[config.mk]
export PLATFORM = sky130hd
export DESIGN_NAME = oam_dma
export DESIGN_NICKNAME = d
export VERILOG_FILES = /design/src/rtl/nes_bus_pkg.sv /design/src/rtl/oam_dma.sv
export SDC_FILE = /design/constraint.sdc
export NUM_CORES = 1
export LEC_CHECK = 0
export ABC_AREA = 1
export CAP_MARGIN = 0
export CORE_MARGIN = 8
export CORE_UTILIZATION = 45
export DETAILED_ROUTE_END_ITERATION = 10
export PLACE_DENSITY = 0.8
export SYNTH_ARGS = -nofsm -noshare
export SYNTH_HDL_FRONTEND = slang
export SYNTH_SLANG_ARGS = --single-unit
[constraint.sdc]
create_clock -name clk -period 2.6 [get_ports clk]
set_clock_uncertainty 0.2 [all_clocks]
set_input_delay 0.52 -clock clk [delete_from_list [all_inputs] [get_ports clk]]
set_output_delay 0.52 -clock clk [all_outputs]
set_load 0.05 [all_outputs]
[src/rtl/nes_bus_pkg.sv]
// Shared NES system-bus definitions: PPU/APU register map and the OAM DMA state encoding.
package nes_bus_pkg;

  // PPU register window ($2000-$2007)
  localparam logic [15:0] PPU_CTRL_ADDR   = 16'h2000;
  localparam logic [15:0] PPU_MASK_ADDR   = 16'h2001;
  localparam logic [15:0] PPU_STATUS_ADDR = 16'h2002;
  localparam logic [15:0] OAM_ADDR_ADDR   = 16'h2003;
  localparam logic [15:0] PPU_SCROLL_ADDR = 16'h2005;
  localparam logic [15:0] PPU_ADDR_ADDR   = 16'h2006;
  localparam logic [15:0] PPU_DATA_ADDR   = 16'h2007;

  // APU / IO registers
  localparam logic [15:0] APU_STATUS_ADDR = 16'h4015;
  localparam logic [15:0] JOY1_ADDR       = 16'h4016;
  localparam logic [15:0] JOY2_ADDR       = 16'h4017;

  // Defaults for the OAM DMA controller
  localparam logic [15:0] DEF_DMA_REG_ADDR  = 16'h4014;
  localparam logic [15:0] DEF_OAM_DATA_ADDR = 16'h2004;

  typedef enum logic [2:0] {
    IDLE  = 3'd0,
    HALT  = 3'd1,
    ALIGN = 3'd2,
    READ  = 3'd3,
    WRITE = 3'd4
  } dma_state_t;

endpackage

[src/rtl/oam_dma.sv]
// Sprite OAM DMA controller and CPU bus arbiter. Copies one 256-byte page to the
// OAM data port while holding the CPU off the bus via RDY.
//
// state | meaning
// IDLE  | CPU owns the bus, watching for a write to the DMA register
// HALT  | RDY low, CPU still on the bus until its first read cycle
// ALIGN | DMA owns the bus, dummy read until the next cycle is a "get" cycle
// READ  | fetch byte {page, idx} into the latch
// WRITE | store latch to the OAM data port, advance idx
module oam_dma
  import nes_bus_pkg::*;
#(
  parameter logic [15:0] DMA_REG_ADDR  = DEF_DMA_REG_ADDR,
  parameter logic [15:0] OAM_DATA_ADDR = DEF_OAM_DATA_ADDR
) (
  input  logic        clk,
  input  logic        reset_l,
  input  logic [15:0] cpu_addr,
  input  logic [7:0]  cpu_wdata,
  input  logic        cpu_r_w,
  output logic        cpu_rdy,
  output logic [15:0] bus_addr,
  output logic [7:0]  bus_wdata,
  output logic        bus_r_w,
  input  logic [7:0]  bus_rdata,
  output logic        dma_active
);

  dma_state_t  state;
  logic [7:0]  page;
  logic [7:0]  idx;
  logic [7:0]  latch;
  logic        par;
  logic        trigger;

  assign trigger = (cpu_r_w == 1'b0) && (cpu_addr == DMA_REG_ADDR);

  // Sequencer: parity flop, transfer FSM, page/index counters and data latch
  always_ff @(posedge clk or negedge reset_l) begin
    if (!reset_l) begin
      state <= IDLE;
      page  <= 8'h00;
      idx   <= 8'h00;
      latch <= 8'h00;
      par   <= 1'b0;
    end else begin
      par <= ~par;
      unique case (state)
        IDLE: begin
          if (trigger) begin
            page  <= cpu_wdata;
            idx   <= 8'h00;
            state <= HALT;
          end
        end
        HALT: begin
          // The 6502 only honours RDY on reads, so writes keep it running here.
          if (cpu_r_w) state <= ALIGN;
        end
        ALIGN: begin
          // Leave on an odd cycle so every READ lands on a "get" (par==0) cycle.
          if (par) state <= READ;
        end
        READ: begin
          latch <= bus_rdata;
          state <= WRITE;
        end
        WRITE: begin
          idx <= idx + 8'd1;
          if (idx == 8'hFF) state <= IDLE;
          else              state <= READ;
        end
        default: state <= IDLE;
      endcase
    end
  end

  // Bus mux and handshake outputs, decoded from the registered state
  always_comb begin
    cpu_rdy    = (state == IDLE);
    dma_active = 1'b0;
    bus_addr   = cpu_addr;
    bus_wdata  = cpu_wdata;
    bus_r_w    = cpu_r_w;
    unique case (state)
      ALIGN: begin
        dma_active = 1'b1;
        bus_addr   = cpu_addr;
        bus_r_w    = 1'b1;
        bus_wdata  = latch;
      end
      READ: begin
        dma_active = 1'b1;
        bus_addr   = {page, idx};
        bus_r_w    = 1'b1;
        bus_wdata  = latch;
      end
      WRITE: begin
        dma_active = 1'b1;
        bus_addr   = OAM_DATA_ADDR;
        bus_r_w    = 1'b0;
        bus_wdata  = latch;
      end
      default: begin
        dma_active = 1'b0;
      end
    endcase
  end

endmodule

; Word level (Yosys, flattened, before mapping)
; Index checks and enable logic that the tools add are counted.
[classes]
bitwise = 2
reduce_logical = 8
n_eq_ne = 9
muxes = 11
n_addsub = 1
[op_table]
columns = cell, count
row1 = $pmux W16 S2, 1
row2 = $eq A16 B15 Y1 const B, 1
row3 = $mux W8, 2
row4 = $pmux W8 S2, 1
row5 = $pmux W3 S5, 1
row6 = $mux W3, 3
row7 = $add A8 B1 Y8 const B, 1
row8 = $eq A8 B8 Y1 const B, 1
row9 = $eq A3 B2 Y1 const B, 2
row10 = $ne A2 B2 Y1 const B, 3
row11 = $reduce_and A2 Y1, 2
row12 = $eq A3 B1 Y1 const B, 1
row13 = $eq A3 B3 Y1 const B, 1
row14 = $logic_not A3 Y1, 1
row15 = $reduce_and A3 Y1, 1
row16 = $reduce_or A3 Y1, 1
row17 = $mux W2, 1
row18 = $not A1 Y1, 2
row19 = $pmux W1 S2, 1
row20 = $reduce_bool A2 Y1, 1
row21 = $reduce_or A2 Y1, 1
row22 = $logic_and A1 B1 Y1, 1
row23 = $mux W1, 1
[word_totals]
out_inout_bits = 27
inputBits = 35
word_cells = 36
ff_bits = 28

; Depth between registers and ports, before layout
; Gate-level depths: netlist of the first run.
[depth]
word_depth = 4
depth_mapped = 8
depth_no_buf = 8

; Least setup slack after synthesis of the first run
; Ideal clock, no wire load.
[synth_path]
kind = flip-flop to output port
startpoint = register state[2]
endpoint = output port bus_addr[0]
stages_incl_launch_ff = 6
t_arrival_ps = 2027
required_time_ps = 1880
slack_ps = -147
path_buffers = 0
cell_sequence = dfrtp_1 > inv_2 > nand2_4 > nor2_8 > inv_2 > o21ai_0
[synth_via]
elab_chain_cells = 2
word_cells_on_any_way = 3
cone_classes = 2 x eq/ne / 1 x mux
[synth_rtl]
columns = element, line_no
row1 = "start, declared", oam_dma.sv:29  ; dma_state_t state;
row2 = "start signal, assigned", oam_dma.sv:41  ; state <= IDLE;
row3 = "start signal, assigned", oam_dma.sv:53  ; state <= HALT;
row4 = "start signal, assigned", oam_dma.sv:58  ; if (cpu_r_w) state <= ALIGN;
row5 = $eq A3 B3 Y1 / $eq A3 B2 Y1 (equally long branches), oam_dma.sv:85  ; unique case (state)
row6 = $pmux W16 S2 *, oam_dma.sv:85
row7 = "end, declared", oam_dma.sv:22  ; output logic [15:0] bus_addr,
; Every way passes the cells marked *; elsewhere a longest branch is shown, timed or not.

; Final worst setup path of the first run
[layout_path]
startpoint = register state[2]
endpoint = output port bus_addr[13]
; Same word-level chain as after synthesis.

==> results by group, run 1 <==
Status
  – Status: complete, no violations

Die
  – Core Region: 3689 sq um
  – Row Count: 22
  – Starting density of the core: 47.35%
  – Die width: 78.30 microns
  – Die Footprint: 6131 sq um
  – Chip height: 78.30 microns
  – # IOs: 62

STA
  – Max-slew violation count: 0
  – Setup ws final: 0.09280 ns
  – Final setup viols: 0
  – Fin crit share: 96.43%
  – Worst-Margin Slew: 0.3684 ns
  – Final hold viol count: 0
  – Final min period: 2.507 ns
  – Fmax: 0.3989 GHz
  – Rel. slew slack: 75.18%

Pwr
  – Logic pwr share: 66.6%
  – Sw Share: 47.37%
  – Clock network power share: 9.4%
  – Peak supply drop: 0.4880 mV
  – P_sw: 1.164 mW
  – Reg power frac: 24.0%
  – Internal Pwr Total: 1.294 mW
  – Tot Pwr: 2.458 mW
  – PwrDens: 922.8 nW/um^2
  – Static Leakage: 1.347 nW

Critical path
  – R2R cell count: 8
  – Setup CP Type: register to primary output
  – Reg2reg start: idx[0]
  – Worst-path maximum fanout: 11
  – Worst R2R Setup Slack: 1.01 ns
  – Worst path required time: 1.88 ns
  – CP Capture Type: primary output
  – Data arrival, critical path: 1.79 ns
  – Reg2reg end: state[1]
  – Critical path launch point type: register

Drt
  – Starting DRC count in detailed routing: 82
  – First drt pass iteration count: 4
  – Vias/cell: 5.009
  – Routed wire length: 4750 microns
  – Post-route ant nets: 0
  – Wire per inst: 14.05 microns
  – Vias: 1,693
  – Remaining routing DRC violations: 0

Yosys
  – Cell taking the most area after synthesis: dfrtp_1
  – Synthesized cell area: 1747 sq um
  – Synth area leaders: dfrtp_1 40%, nand2_1 17%, nand3_1 6.0%
  – Synth warn: 0
  – Synth top area share: 40.11%
  – Post-synthesis register bit count: 28
  – Synth unique cells: 23
  – Syn Nets: 262
  – Cells after Synth: 226
  – Synthesized area per cell: 7.729 sq um
  – Sequential area share after synthesis: 40.11%

Clocking
  – Sinks on Clock Net: 28
  – Clk_lat worst skew: 0.27 ns
  – CTS clk-pin slew, worst paths: 0.09 ns
  – # hold bufs at CTS: 0
  – H-tree levels: 1
  – Clk buf depth: 2
  – CTS tree: built
  – CTS root buf: clkbuf_8
  – TritonCTS buffer count: 3

Global route
  – Number of global-route vias before repair: 1,670
  – GRT busiest layer: met2
  – Largest net degree at the start of global routing: 29
  – Grt met2 use: 26.76%
  – GRT Total Usage: 16.33%
  – GR Util met1: 21.00%
  – Initial antenna violation count: 0
  – Global route overflow: 0
  – First-pass GRT wire length: 8273 microns
  – Met3 Resource Use GR: 2.847%

Worst hold path
  – Hold depth: 1
  – Hold EP: par
  – HP Class: register to register
  – HP Start: par

Cells and area
  – Nets: 328
  – Most common cell after layout, fill and taps aside: nand2_1
  – Most frequent cells in the layout: 78 x nand2_1, 34 x clkdlybuf4s50_1, 27 x dfrtp_1, 26 x inv_1, 22 x buf_12
  – Area grow syn2layout: 52.51%
  – FILL cells: 287
  – Antenna fix cells: 0
  – Layout cells sized above 1: 22.07%

Placed design
  – HPWL after DPL: 3694 microns
  – Placement Setup Slack: 0.3267 ns
  – Final weighted congestion in routability-driven placement: 0.8595
  – # port buffers: 61

Job
  – Max-cap violation count: 0
[repair_timing]
item / 4_1_cts / 5_1_grt
resized for setup: 0 / 5
setup buffers: 0 / 1
setup endpoints to repair: 0 / 19
[stage by stage]
| step | hold slack, ns | TNS (ns) | instance area [sq um] | std cells | util (%) |
|---|---|---|---|---|---|
| floorplan | 0.02441 | -0.5882 | 1747 | 226 | - |
| global placement | 0.1999 | 0 | 2595 | 334 | 70.35 |
| detailed placement | 0.1952 | 0 | 2595 | 334 | 70.35 |
| CTS | 0.2079 | 0 | 2636 | 337 | 71.47 |
| global route | 0.2326 | -0.002093 | 2664 | 338 | 72.22 |
| finish | 0.2058 | 0 | 2664 | 338 | 72.22 |
[layout make-up]
class / instances / area (sq um) / share of cell area, %
Timing Repair Buffer: 68 / 870.8 / 32.69
Multi-Input combinational cell: 161 / 869.6 / 32.64
Sequential cell: 28 / 701.9 / 26.35
Inverter: 30 / 120.1 / 4.509
Tap cell: 48 / 60.06 / 2.255
Clock buffer: 3 / 41.29 / 1.550
[worst max-delay path, stage by stage, from the launching register on]
cell     delay (ns)
dfrtp_1        0.44
inv_4          0.14
nand2_4        0.11
nor2_8         0.17
inv_2          0.09
buf_4          0.19
nor2_1         0.14
a21oi_2        0.07
buf_12         0.16
[cell usage after synthesis (all sizes together)]
| cell | n |
|---|---|
| o21ai | 28 |
| nand2 | 80 |
| buf | 7 |
| nand3 | 21 |
| nor2 | 16 |
| dfrtp | 28 |
| a21oi | 5 |
| inv | 30 |
| a22o | 6 |
| nor3 | 1 |
| nand4 | 3 |
| ha | 1 |
[layer usage]
metal  up-vias  share of wire (%)
met5         -                  0
met4         0                1.7
met3         6                5.7
met2        52                 49
met1       781                 44
li1        854                  -
[power by group through the flow]
| stage | logic, mW | registers [mW] | clock network, mW |
|---|---|---|---|
| 4_1_cts | 1.64 | 0.588 | 0.236 |
| 2_1_floorplan | 0.956 | 0.583 | 0 |
| 6_report | 1.64 | 0.590 | 0.232 |
| 3_3_place_gp | 1.61 | 0.594 | 0 |
| 5_1_grt | 1.74 | 0.603 | 0.254 |
| 3_5_place_dp | 1.63 | 0.596 | 0 |
[how the worst max path moves through the flow]
stage | startpoint | to | cells after the start
finish | state[2] | bus_addr[13] | 8
global route | state[2] | bus_addr[13] | 8
CTS | state[1] | bus_wdata[4] | 8
detailed placement | cpu_r_w | bus_r_w | 4
global placement | cpu_r_w | bus_r_w | 4
floorplan | state[2] | bus_addr[0] | 5
[sequential cells by signal, summed over array words and instances, names as in the netlist]
register,count
idx,8
latch,8
par,1
state,3
page,8
[kinds of logic (layout without fill, tap and decap cells)]
group / after synthesis / after routing / synth area share, %
flip-flops: 28 / 28 / 40.11
AO/OA/AOI/OAI: 39 / 39 / 15.04
adder cells (fa/ha/maj): 1 / 1 / 0.7162
buffers and inverters: 37 / 101 / 11.03
AND/OR/NAND/NOR: 121 / 121 / 33.09
(Power assumes the default switching activity.)
==> inputs of run 2 (changes only) <==
RECOVER_POWER = 50   (was unset)
SLEW_MARGIN = 15   (was unset)
==> run 2 against run 1 <==
  * Non-clock buffer count unchanged
  * Count of clock-buffer cells in the layout did not move
  * Utilization did not move
  * Maximum frequency barely moved
  * Flip-flop and latch count unchanged
  * Critical path depth unchanged
  * First-iteration DRC count did not move
  * Clock power about the same
  * Largest cell class unchanged
  * Worst setup slack about the same
  * Die area is the same
  * Wire length is essentially flat
  * Largest power group unchanged
  * Sequential share of layout area is the same
==> results by group, run 2 (synthesis gave the netlist of run 1 again) <==
Drt
  – Vias: 1,693 (unchanged)
  – Starting DRC count in detailed routing: 82 (unchanged)
  – Wire per inst: 14.05 microns (about the same)
  – Vias/cell: 5.009 (unchanged)
  – First drt pass iteration count: 4 (unchanged)
  – Remaining routing DRC violations: 0 (unchanged)
  – Post-route ant nets: 0 (unchanged)
  – Routed wire length: 4749 microns (about the same)

Die
  – Chip height: 78.30 microns (unchanged)
  – Starting density of the core: 47.35% (unchanged)
  – Die width: 78.30 microns (unchanged)
  – Core Region: 3689 sq um (unchanged)
  – Die Footprint: 6131 sq um (unchanged)
  – Row Count: 22 (unchanged)
  – # IOs: 62 (unchanged)

Placed design
  – Final weighted congestion in routability-driven placement: 0.8595 (unchanged)
  – Placed cells: 334 (unchanged)
  – Placement Setup Slack: 0.3267 ns (unchanged)
  – HPWL after DPL: 3694 microns (unchanged)
  – # port buffers: 61 (unchanged)
  – Placed inst area: 2595 sq um (unchanged)

STA
  – Final setup viols: 0 (unchanged)
  – Max-slew violation count: 0 (unchanged)
  – Final hold viol count: 0 (unchanged)
  – Setup ws final: 0.09279 ns (-0.000006300 ns)
  – Fin crit share: 96.43% (about the same)
  – WHS: 0.2058 ns (+0.000001000 ns)
  – Worst-Margin Slew: 0.3684 ns (unchanged)
  – Fmax: 0.3989 GHz (about the same)
  – Rel. slew slack: 75.18% (unchanged)
  – Setup TNS: 0 ns (unchanged)
  – Final min period: 2.507 ns (+0.000006300 ns)

Critical path
  – CP Capture Type: primary output
  – R2R cell count: 8 (unchanged)
  – Worst path required time: 1.88 ns (about the same)
  – CP delay by family, top: buffers and inverters
  – Number of stages on the worst setup path: 8 (unchanged)
  – Data arrival, critical path: 1.79 ns (about the same)
  – Crit path buffers/inverters: 4 (unchanged)
  – Setup CP Type: register to primary output
  – CP peak stage delay: 0.44 ns (about the same)
  – Critical path launch point type: register
  – Slowest cell on the critical path: dfrtp_1
  – Worst-path maximum fanout: 11 (unchanged)
  – Crit-path cells: inv_4 -> nand2_4 -> nor2_8 -> inv_2 -> buf_4 -> nor2_1 -> a21oi_2 -> buf_12

Job
  – Max-cap violation count: 0 (unchanged)

Global route
  – Initial antenna violation count: 0 (unchanged)
  – Global route overflow: 0 (unchanged)
  – Number of global-route vias before repair: 1,670 (unchanged)
  – Largest net degree at the start of global routing: 29 (unchanged)
  – First-pass GRT wire length: 8273 microns (unchanged)
  – GRT Total Usage: 16.33% (unchanged)

Cells and area
  – Largest regs: idx: 8 flops, latch: 8 flops, page: 8 flops
  – Post-route design area: 2664 sq um (unchanged)
  – Final instance count without filler cells: 338 (unchanged)
  – Most common cell after layout, fill and taps aside: nand2_1
  – Final design utilization: 72.22% (unchanged)
  – Area grow syn2layout: 52.51% (unchanged)
  – Most frequent cells in the layout: 78 x nand2_1, 33 x clkdlybuf4s50_1, 27 x dfrtp_1, 26 x inv_1, 22 x buf_12
  – Layout cells sized above 1: 22.07% (unchanged)
  – Antenna fix cells: 0 (unchanged)
  – Nets: 328 (unchanged)

Pwr
  – Sw Share: 47.38% (about the same)
  – Peak supply drop: 0.4880 mV (about the same)
  – P_sw: 1.164 mW (unchanged)
  – Internal Pwr Total: 1.293 mW (about the same)
  – Logic pwr share: 66.6% (about the same)
  – Reg power frac: 24.0% (about the same)
  – PwrDens: 922.7 nW/um^2 (about the same)
  – Static Leakage: 1.347 nW (about the same)
  – Tot Pwr: 2.458 mW (about the same)
  – Clock network power share: 9.4% (about the same)

Clocking
  – Clk_lat worst skew: 0.27 ns (about the same)
  – Clk buf depth: 2 (unchanged)
  – CTS clk-pin slew, worst paths: 0.09 ns (about the same)
  – CTS root buf: clkbuf_8
  – TritonCTS buffer count: 3 (unchanged)
  – Sinks on Clock Net: 28 (unchanged)
  – # hold bufs at CTS: 0 (unchanged)
  – CTS tree: built
  – H-tree levels: 1 (unchanged)

Worst hold path
  – HP Class: register to register
  – Hold depth: 1 (unchanged)

Status
  – Status: complete, no violations
## run 2: layout make-up
type | count | area, sq um
tap | 48 | 60.06
clock buffer | 3 | 41.29
inverter | 30 | 120.1
timing repair buffer | 68 | 870.8
multi-input combinational | 161 | 869.6
fill | 287 | 1025
sequential | 28 | 701.9
## run 2: power by group through the flow
stage               Sequential [mW]  Combinational (mW)  Clock [mW]
finish                        0.590                1.64       0.232
CTS                           0.588                1.64       0.236
global route                  0.603                1.74       0.254
global placement              0.594                1.61           0
floorplan                     0.583               0.956           0
detailed placement            0.596                1.63           0
## run 2: worst paths after layout
| check | start | end | slack (ns) |
|---|---|---|---|
| setup / recovery | state[2] | bus_addr[13] | 0.09 |
| max in group asynchronous | reset_l | state[1] | 1.43 |
| min in group asynchronous | reset_l | idx[1] | 0.48 |
| setup reg to reg | idx[0] | state[1] | 1.01 |
| hold / removal | par | par | 0.21 |
| hold reg to reg | par | par | 0.21 |
## run 2: metal layers
layer	part of all wire [%]	track usage, %
met1	44	21.00
met2	49	26.76
met3	5.7	2.847
met4	1.7	5.926
met5	0	0
## run 2: worst register-to-register path, cell delays in order, from the launching register on
cell and delay, ns:
dfrtp_1 0.40, ha_1 0.20, nand3_1 0.19, inv_1 0.14, nand2_1 0.06, nand2_1 0.08, nand3_1 0.07, nand3_1 0.08
nand2_1 0.05
## run 2: timing repair
action,4_1_cts,5_1_grt
hold endpoints to repair,0,0
setup endpoints to repair,0,19
setup buffers,0,1
gates resized for setup,0,5
==> inputs of run 3 (changes only) <==
SLEW_MARGIN = 20   (was 15)
clock period = 2.75 ns   (was 2.6 ns; I/O delays follow)
==> run 3 against run 2 <==
  * The run now ends with capacitance limit left
  * Power shrank 2.5%
  * Register-to-register slack lost 0.38 ns
  * Critical path depth shrank 2
  * Critical endpoint is now bus_addr[3]
  * Largest cell class unchanged
==> results by group, run 3 (synthesis gave the netlist of run 1 again) <==
Pwr
  – Clock network power share: 10.5% (+1.1 points)
  – Logic pwr share: 66.1% (-0.5 points)
  – P_sw: 1.122 mW (-3.6%)
  – Peak supply drop: 0.6865 mV (+41%)
  – Sw Share: 46.81% (-0.56 points)
  – Static Leakage: 1.353 nW (+0.41%)
  – Internal Pwr Total: 1.275 mW (-1.4%)
  – PwrDens: 894.8 nW/um^2 (-3.0%)
  – Reg power frac: 23.3% (-0.7 points)

Critical path
  – R2R cell count: 6 (-2)
  – Worst R2R Setup Slack: 0.63 ns (-0.38 ns)
  – Critical path launch point type: register
  – Data arrival, critical path: 1.91 ns (+0.12 ns)
  – Worst path required time: 2.00 ns (+0.12 ns)
  – Setup CP Type: register to primary output
  – Reg2reg start: state[1]
  – Reg2reg end: page[7]
  – Worst-path maximum fanout: 16 (+5)
  – CP Capture Type: primary output

Cells and area
  – Final instance count without filler cells: 335 (-0.89%)
  – Layout cells sized above 1: 19.51% (-2.6 points)
  – Most common cell after layout, fill and taps aside: nand2_1
  – Post-route design area: 2679 sq um (+0.56%)
  – Antenna fix cells: 0 (unchanged)
  – Largest regs: idx: 8 flops, latch: 8 flops, page: 8 flops
  – Most frequent cells in the layout: 78 x nand2_1, 32 x clkdlybuf4s50_1, 28 x dfrtp_1, 26 x inv_1, 26 x buf_12
  – Area grow syn2layout: 53.37%
  – Nets: 324 (-1.2%)

Global route
  – Initial antenna violation count: 0 (unchanged)
  – GRT Total Usage: 16.62% (+0.29 points)
  – Global route overflow: 0 (unchanged)
  – First-pass GRT wire length: 8362 microns (+1.1%)
  – Largest net degree at the start of global routing: 29 (unchanged)
  – Number of global-route vias before repair: 1,742 (+4.3%)

Placed design
  – # port buffers: 61 (unchanged)
  – Placed cells: 331 (-0.90%)
  – Placement Setup Slack: 0.3009 ns (-0.02580 ns)
  – Placed inst area: 2625 sq um (+1.2%)
  – HPWL after DPL: 4009 microns (+8.5%)
  – Final weighted congestion in routability-driven placement: 0.8827 (+2.7%)

Die
  – Core Region: 3689 sq um (unchanged)
  – Row Count: 22 (unchanged)
  – Starting density of the core: 47.35% (unchanged)
  – Die width: 78.30 microns (unchanged)
  – # IOs: 62 (unchanged)
  – Die Footprint: 6131 sq um (unchanged)
  – Chip height: 78.30 microns (unchanged)

STA
  – Final min period: 2.660 ns
  – Fmax: 0.3760 GHz
  – Fin crit share: 96.71%
  – Rel. slew slack: 0.04139% (-75 points)
  – Setup TNS: 0 ns (unchanged)
  – Final hold viol count: 0 (unchanged)
  – Worst-Margin Slew: 1.499 ns (+1.131 ns)
  – Max-slew violation count: 0 (unchanged)
  – RSZ-0062 raised after global routing: false
  – Setup ws final: 0.09047 ns (-0.002324 ns)
  – Final setup viols: 0 (unchanged)
  – WHS: 0.2114 ns (+0.005540 ns)

Drt
  – Starting DRC count in detailed routing: 107 (+30%)
  – Post-route ant nets: 0 (unchanged)
  – Vias: 1,737 (+2.6%)
  – WL met2: 2529 microns (+8.9%)
  – Wire per inst: 15.20 microns (+8.2%)
  – WL met1: 2082 microns (+0.34%)
  – Remaining routing DRC violations: 0 (unchanged)
  – Routed wire length: 5093 microns (+7.2%)
  – First drt pass iteration count: 5 (+1)
  – Top Layer Used: met4
  – Wire length on met3: 380 microns (+41%)
  – Vias/cell: 5.185 (+3.5%)

Clocking
  – TritonCTS buffer count: 3 (unchanged)
  – Clk_lat worst skew: 0.27 ns (about the same)
  – CTS clk-pin slew, worst paths: 0.10 ns (about the same)
  – Post-CTS repair timing setup buffer count: 0 (unchanged)
  – CTS tree: built
  – Post-CTS sizing: 0 (unchanged)
  – CTS root buf: clkbuf_8
  – # hold bufs at CTS: 0 (unchanged)
  – H-tree levels: 1 (unchanged)
  – Sinks on Clock Net: 28 (unchanged)
  – Clk buf depth: 2 (unchanged)

Status
  – Status: finished with violations
  – Failing checks: capacitance limit

Worst hold path
  – HP Start: par
  – Hold EP: par
  – Hold depth: 1 (unchanged)
  – HP Class: register to register

Job
  – Max-cap violation count: 1 (+1)
run 3: changes by cell type in the layout (fill, tap and decap cells not counted), sizes merged:
cell           previous run  this run
buf                      34        28
clkbuf                    3         5
clkdlybuf4s50            33        32
dlygate4sd3               1         2
dlymetal6s2s              0         1
run 3: power groups by stage:
stage          combinational (mW)  clock [mW]  sequential [mW]
2_1_floorplan               0.904           0            0.551
3_3_place_gp                 1.56           0            0.561
3_5_place_dp                 1.58           0            0.566
4_1_cts                      1.59       0.257            0.558
5_1_grt                      1.67       0.273            0.570
6_report                     1.59       0.252            0.559
run 3: worst max path at each step:
stage	from	slack [ns]	endpoint	cells past startpoint
6_report	state[2]	0.09	bus_addr[3]	6
3_3_place_gp	cpu_addr[12]	0.37	idx[0]	7
3_5_place_dp	cpu_addr[12]	0.30	page[7]	7
4_1_cts	state[1]	0.06	cpu_rdy	4
5_1_grt	state[2]	0.005	bus_addr[3]	6
2_1_floorplan	state[2]	-0.03	bus_addr[0]	5
run 3: worst max-delay path: stages, from the launching register on:
cell and delay [ns]:
dfrtp_1 0.43, inv_2 0.18, nand2_4 0.12, nor2_8 0.20, inv_2 0.19, o21ai_0 0.33, buf_12 0.18
run 3: per-layer routing:
metal	global-route usage, %	up-vias
li1	-	850
met2	28.09	71
met3	3.189	9
met1	20.33	807
met4	6.481	0
met5	0	-
run 3: area by class of cell:
cell class / count / area (sq um)
well taps: 48 / 60.06
multi-input cells: 161 / 853.3
repair buffers: 64 / 892.1
flip-flops and latches: 28 / 700.7
fillers: 295 / 1010
clock buffers: 4 / 55.05
inverters: 30 / 117.6
run 3: through the flow:
stage               util, %  total power, mW
floorplan                 -            1.455
global placement      71.17            2.120
detailed placement    71.17            2.149
CTS                   72.66            2.404
global route          72.63            2.516
finish                72.63            2.397
